==> src/rtl/ntt_pkg.sv <==
// Shared NTT constants and modular helpers for coefficients already in [0,q-1].
package ntt_pkg;

    localparam int unsigned W         = 12;
    localparam int unsigned Q         = 3329;
    localparam int unsigned BARRETT_K = 2 * W;
    localparam int unsigned BARRETT_R = (32'd1 << BARRETT_K) / Q;
    localparam int unsigned INV2      = (Q + 1) / 2;

    function automatic int unsigned mod_add(input int unsigned a, input int unsigned b,
                                            input int unsigned q);
        int unsigned s;
        s = a + b;
        return (s >= q) ? s - q : s;
    endfunction

    function automatic int unsigned mod_sub(input int unsigned a, input int unsigned b,
                                            input int unsigned q);
        return (a >= b) ? a - b : a + q - b;
    endfunction

    // Multiply by 2^-1 mod q: odd values borrow one q so the shift stays exact.
    function automatic int unsigned mod_half(input int unsigned y, input int unsigned q);
        return y[0] ? (y + q) >> 1 : y >> 1;
    endfunction

endpackage

==> src/rtl/mod_mult_barrett.sv <==
// Two-stage modular multiplier: registered product, then registered Barrett reduction.
module mod_mult_barrett #(
    parameter int unsigned W     = 12,
    parameter int unsigned Q     = 3329,
    parameter int unsigned SideW = 1
) (
    input  logic             clk_i,
    input  logic             rst_ni,
    input  logic             en_i,
    input  logic             valid_i,
    input  logic [W-1:0]     a_i,
    input  logic [W-1:0]     b_i,
    input  logic [SideW-1:0] side_i,
    output logic             valid_o,
    output logic [W-1:0]     t_o,
    output logic [SideW-1:0] side_o
);
    import ntt_pkg::BARRETT_K;

    localparam int unsigned     K     = 2 * W;
    localparam longint unsigned RFull = (64'd1 << K) / 64'(Q);
    localparam logic [K-1:0]    BarR  = K'(RFull);
    localparam logic [K-1:0]    QK    = K'(Q);

    logic             v1_q, v1_d, v2_q, v2_d;
    logic [K-1:0]     p1_q, p1_d;
    logic [W-1:0]     t2_q, t2_d;
    logic [SideW-1:0] s1_q, s1_d, s2_q, s2_d;

    logic [2*K-1:0]   pr;
    logic [K-1:0]     qe, qq, t;

    always_comb begin
        pr = {{K{1'b0}}, p1_q} * {{K{1'b0}}, BarR};
        qe = K'(pr >> K);
        qq = qe * QK;
        // Estimate qe undershoots by at most two, so t < 3Q before correction.
        t  = p1_q - qq;
        if (t >= QK) t = t - QK;
        if (t >= QK) t = t - QK;

        v1_d = v1_q;
        p1_d = p1_q;
        s1_d = s1_q;
        v2_d = v2_q;
        t2_d = t2_q;
        s2_d = s2_q;
        if (en_i) begin
            v1_d = valid_i;
            p1_d = {{W{1'b0}}, a_i} * {{W{1'b0}}, b_i};
            s1_d = side_i;
            v2_d = v1_q;
            t2_d = t[W-1:0];
            s2_d = s1_q;
        end
    end

    always_ff @(posedge clk_i or negedge rst_ni) begin
        if (!rst_ni) begin
            v1_q <= 1'b0;
            p1_q <= '0;
            s1_q <= '0;
            v2_q <= 1'b0;
            t2_q <= '0;
            s2_q <= '0;
        end else begin
            v1_q <= v1_d;
            p1_q <= p1_d;
            s1_q <= s1_d;
            v2_q <= v2_d;
            t2_q <= t2_d;
            s2_q <= s2_d;
        end
    end

    assign valid_o = v2_q;
    assign t_o     = t2_q;
    assign side_o  = s2_q;

    if (BARRETT_K == 0) begin : g_never
    end

endmodule

==> src/rtl/intt_ct_butterfly.sv <==
// Cooley-Tukey inverse-NTT butterfly: x1 = u + tw*v, x2 = u - tw*v (mod Q), optional halving.
module intt_ct_butterfly #(
    parameter int unsigned W = ntt_pkg::W,
    parameter int unsigned Q = ntt_pkg::Q
) (
    input  logic         clock,
    input  logic         reset_n,
    input  logic         in_valid,
    output logic         in_ready,
    input  logic [W-1:0] u_inp,
    input  logic [W-1:0] v_inp,
    input  logic [W-1:0] tw_inp,
    input  logic         scale_half,
    output logic [W-1:0] x1_out,
    output logic [W-1:0] x2_out,
    output logic         out_valid,
    input  logic         out_ready,
    output logic         err
);
    import ntt_pkg::mod_add;
    import ntt_pkg::mod_sub;
    import ntt_pkg::mod_half;

    logic         en, accept, range_bad;
    logic         v2, sh2;
    logic [W-1:0] u2, t2;
    int unsigned  a, b;

    logic         out_valid_q, out_valid_d, err_q, err_d;
    logic [W-1:0] x1_q, x1_d, x2_q, x2_d;

    // Single global advance: the whole pipe freezes only while the output is blocked.
    assign en       = !out_valid_q || out_ready;
    assign in_ready = en;
    assign accept   = in_valid && en;

    mod_mult_barrett #(
        .W     (W),
        .Q     (Q),
        .SideW (W + 1)
    ) u_mult (
        .clk_i   (clock),
        .rst_ni  (reset_n),
        .en_i    (en),
        .valid_i (in_valid),
        .a_i     (v_inp),
        .b_i     (tw_inp),
        .side_i  ({scale_half, u_inp}),
        .valid_o (v2),
        .t_o     (t2),
        .side_o  ({sh2, u2})
    );

    always_comb begin
        range_bad = (32'(u_inp) >= Q) || (32'(v_inp) >= Q) || (32'(tw_inp) >= Q);

        a = mod_add(32'(u2), 32'(t2), Q);
        b = mod_sub(32'(u2), 32'(t2), Q);
        if (sh2) begin
            a = mod_half(a, Q);
            b = mod_half(b, Q);
        end

        out_valid_d = out_valid_q;
        x1_d        = x1_q;
        x2_d        = x2_q;
        if (en) begin
            out_valid_d = v2;
            if (v2) begin
                x1_d = W'(a);
                x2_d = W'(b);
            end
        end
        err_d = err_q || (accept && range_bad);
    end

    always_ff @(posedge clock or negedge reset_n) begin
        if (!reset_n) begin
            out_valid_q <= 1'b0;
            x1_q        <= '0;
            x2_q        <= '0;
            err_q       <= 1'b0;
        end else begin
            out_valid_q <= out_valid_d;
            x1_q        <= x1_d;
            x2_q        <= x2_d;
            err_q       <= err_d;
        end
    end

    assign out_valid = out_valid_q;
    assign x1_out    = x1_q;
    assign x2_out    = x2_q;
    assign err       = err_q;

endmodule

==> config.mk <==
export PLATFORM = sky130hd
export DESIGN_NAME = intt_ct_butterfly
export DESIGN_NICKNAME = d
export VERILOG_FILES = /design/src/rtl/ntt_pkg.sv /design/src/rtl/mod_mult_barrett.sv /design/src/rtl/intt_ct_butterfly.sv
export SDC_FILE = /design/constraint.sdc
export NUM_CORES = 1
export LEC_CHECK = 0
export ABC_AREA = 1
export BUFFER_PORTS_ARGS = -buffer_cell sky130_fd_sc_hd__buf_2
export CAP_MARGIN = 20
export CORE_MARGIN = 2
export CORE_UTILIZATION = 32
export DETAILED_ROUTE_END_ITERATION = 10
export PLACE_DENSITY = 0.57
export SYNTH_ARGS = -nofsm -noshare
export SYNTH_HDL_FRONTEND = slang
export SYNTH_SLANG_ARGS = --single-unit
==> constraint.sdc <==
create_clock -name clock -period 14.15 [get_ports clock]
set_input_delay 2.83 -clock clock [delete_from_list [all_inputs] [get_ports clock]]
set_output_delay 2.83 -clock clock [all_outputs]
set_load 0.005 [all_outputs]
==> results_dict.tcl <==
set metrics [dict create \
    status "completed" \
    wl_um 57100 \
    holdBufCountCts 0 \
    ys_seq_area_frac 0.102 \
    synth_top_cell_area_share 0.242 \
    antenna_found_initial 1 \
    ant_nets 0 \
    ios 68 \
    synth_cells 3045 \
    antenna_cells 0 \
    cp_common_cell "nand2_1" \
    avgSynthCellArea_um2 7.22 \
    yosys_warnings 0 \
    initial_core_util 0.322 \
    vias 18500 \
    finalMaxSlewViolations 0 \
    cp_max_fo 19 \
    syn2layout_area_growth_pct 6.96 \
    tns_ns 0 \
    setup_viol 0 \
    grt_pass1_vias 18800 \
    wl_per_cell_um 14.4 \
    portBuffers 67 \
    dieWidth_um 266 \
    async_reset_ff_frac 1.00 \
    dr.pass1.iters 5 \
    busiest_layer "met2" \
    rsz0062_at_grt "no" \
    synth_cell_types 51 \
    grt_usage 0.167 \
    cts_inserted_buffers 9 \
    clock_sinks 90 \
    grt_max_degree 58 \
    overflow 0 \
    use_met1 0.204 \
    cts.htree.levels 3 \
    final.setup_skew_ns 0.0205 \
    avgViaCountPerCell 4.67 \
    cts_max_path_buffers 2 \
    end_kind "flip-flop" \
    cp.required_ns 14.44 \
    period_minus_slack_ns 11.14 \
    worstPathArrival_ns 11.44 \
    max_slew_margin 0.446 \
    hold_class "flip-flop to flip-flop" \
    cts_resized 0 \
    row_count 96 \
    cts_setup_buffers 0 \
    path_class "flip-flop to flip-flop" \
    worst_slew_pin_slew_ns 0.832 \
    regToRegSetupSlack_ns 3.01 \
    cts.clk_slew.worst_paths_ns 0.08 \
    ys_ff_latch 90 \
    gp_congestion 0.905 \
    grt_pass1_wl_um 95500 \
    fp.dieArea_um2 70800 \
    dieHeight_um 266 \
    hold_viol 0 \
    synth_top_area_cell "fa_1" \
    grtUsageMet3 0.0188 \
    max_cap_viol_count 0 \
    slowest_delay_ns 0.69 \
    ys_top_cells_by_area "fa_1 (24%), ha_1 (18%), nand2_1 (13%)" \
    cts_root_buf "clkbuf_16" \
    cp-start-kind "flip-flop" \
    fin_crit_sh 0.788 \
    synth_area_um2 22000 \
    drive_above_1_share 0.0536 \
    clock_latency_ns 0.41 \
    syn_nets 3664 \
    synth_edf_count 0 \
    coreArea_um2 68300 \
    synthFlopType "dfrtp_1" \
    max_clock_freq_mhz 89.7 \
    dpl.hpwl_um 49500 \
    final_net_count 3691 \
    use_met2 0.313 \
    crit_slowest_cell "dfrtp_1" \
    route.detailed.drc 0 \
    drt_iter0_drc 884 \
    cts_tree "built" \
]
worst max-delay path, delay by kind of cell (launching register included):
kind,cells,cell delay [ns]
adders and majority gates,13,5.56
buffers and inverters,8,0.41
AOI/OAI and AO/OA,5,0.62
DFF,1,0.69
and+or+nand+nor,26,3.31
xor gates and xnor gates,1,0.40
cells in the mapped netlist, types with 10 or more instances:
library cell  instances
nand2_1             788
dfrtp_1              90
nand3_1             143
or2_2                10
clkbuf_1             45
nor2_1              158
o211ai_1             10
nand4_1              46
xnor2_1              15
a21oi_1             113
inv_1               695
ha_1                312
nor3_1               16
nand3b_1             11
nor2_2               12
o21ai_0             123
xor2_1               54
fa_1                266
nand2_2              20
final cells by class:
cell class | instances | area (um2)
clock buffers | 9 | 225
clock inverters | 6 | 55.1
fillers | 7359 | 44800
inverters | 707 | 2650
multi-input cells | 2190 | 16800
flip-flops and latches | 90 | 2250
well taps | 882 | 1100
repair buffers | 74 | 388
routing by layer:
metal / part of all wire / vias up
met2: 0.52 / 233
li1: - / 9423
met5: 0 / -
met3: 0.024 / 68
met4: 0.022 / 0
met1: 0.44 / 8775
cells by family after synthesis:
kind of cell               after synthesis  synth area share
and+or+nand+nor                       1234             0.240
xor gates and xnor gates                69            0.0275
DFF                                     90             0.102
buffers and inverters                  765             0.132
adders and majority gates              578             0.420
AOI/OAI and AO/OA                      309            0.0782
cell usage in the layout, fill, tap and decap left out, types with 3 or more instances in the layout:
master     instances
nand2_1          788
inv_1            694
ha_1             312
fa_1             266
nor2_1           157
nand3_1          143
o21ai_0          123
a21oi_1          113
dfrtp_1           90
buf_2             67
xor2_1            54
nand4_1           46
nand2_2           20
nor3_1            16
xnor2_1           15
nor2_2            12
nand3b_1          11
or2_2             10
o211ai_1          10
a21boi_0           9
o21bai_1           9
o21ai_1            9
nor4_1             9
inv_2              9
clkbuf_16          9
buf_4              7
a21o_1             6
nor2_4             6
o31ai_1            5
a31oi_1            5
nand3_2            5
o21ai_2            5
clkinv_1           4
nand2_4            4
a221oi_1           3
o311ai_0           3
stage by stage:
step	instances	util	setup slack [ns]	hold slack (ns)	cell area, um2
after global routing	3958	0.344	2.18	0.515	23500
after global placement	3942	0.340	3.10	0.459	23200
after CTS	3958	0.344	2.99	0.482	23500
after detailed placement	3943	0.340	2.97	0.462	23200
final	3958	0.344	3.01	0.476	23500
after floorplan	3045	-	4.33	0.448	22000
registers in the layout (all words and copies together), names as in the netlist, 12 cells and up:
register	cells
u_mult.p1_q	24
u_mult.s1_q	13
u_mult.side_o	13
u_mult.t_o	12
x1_out	12
x2_out	12
final timing paths:
check,startpoint,to,cells past startpoint
worst max-delay path,u_mult.p1_q[9],u_mult.t_o[1],53
worst min-delay path,x1_out[2],x1_out[2],2
worst max register to register,u_mult.p1_q[9],u_mult.t_o[1],53
worst min register to register,x1_out[2],x1_out[2],2
max in group asynchronous,reset_n,u_mult.p1_q[22],2
min in group asynchronous,reset_n,x1_out[0],1
Power is left out: the tool's default activity adds up to more than one toggle a clock period on the data nets, which glitch-free logic cannot reach.
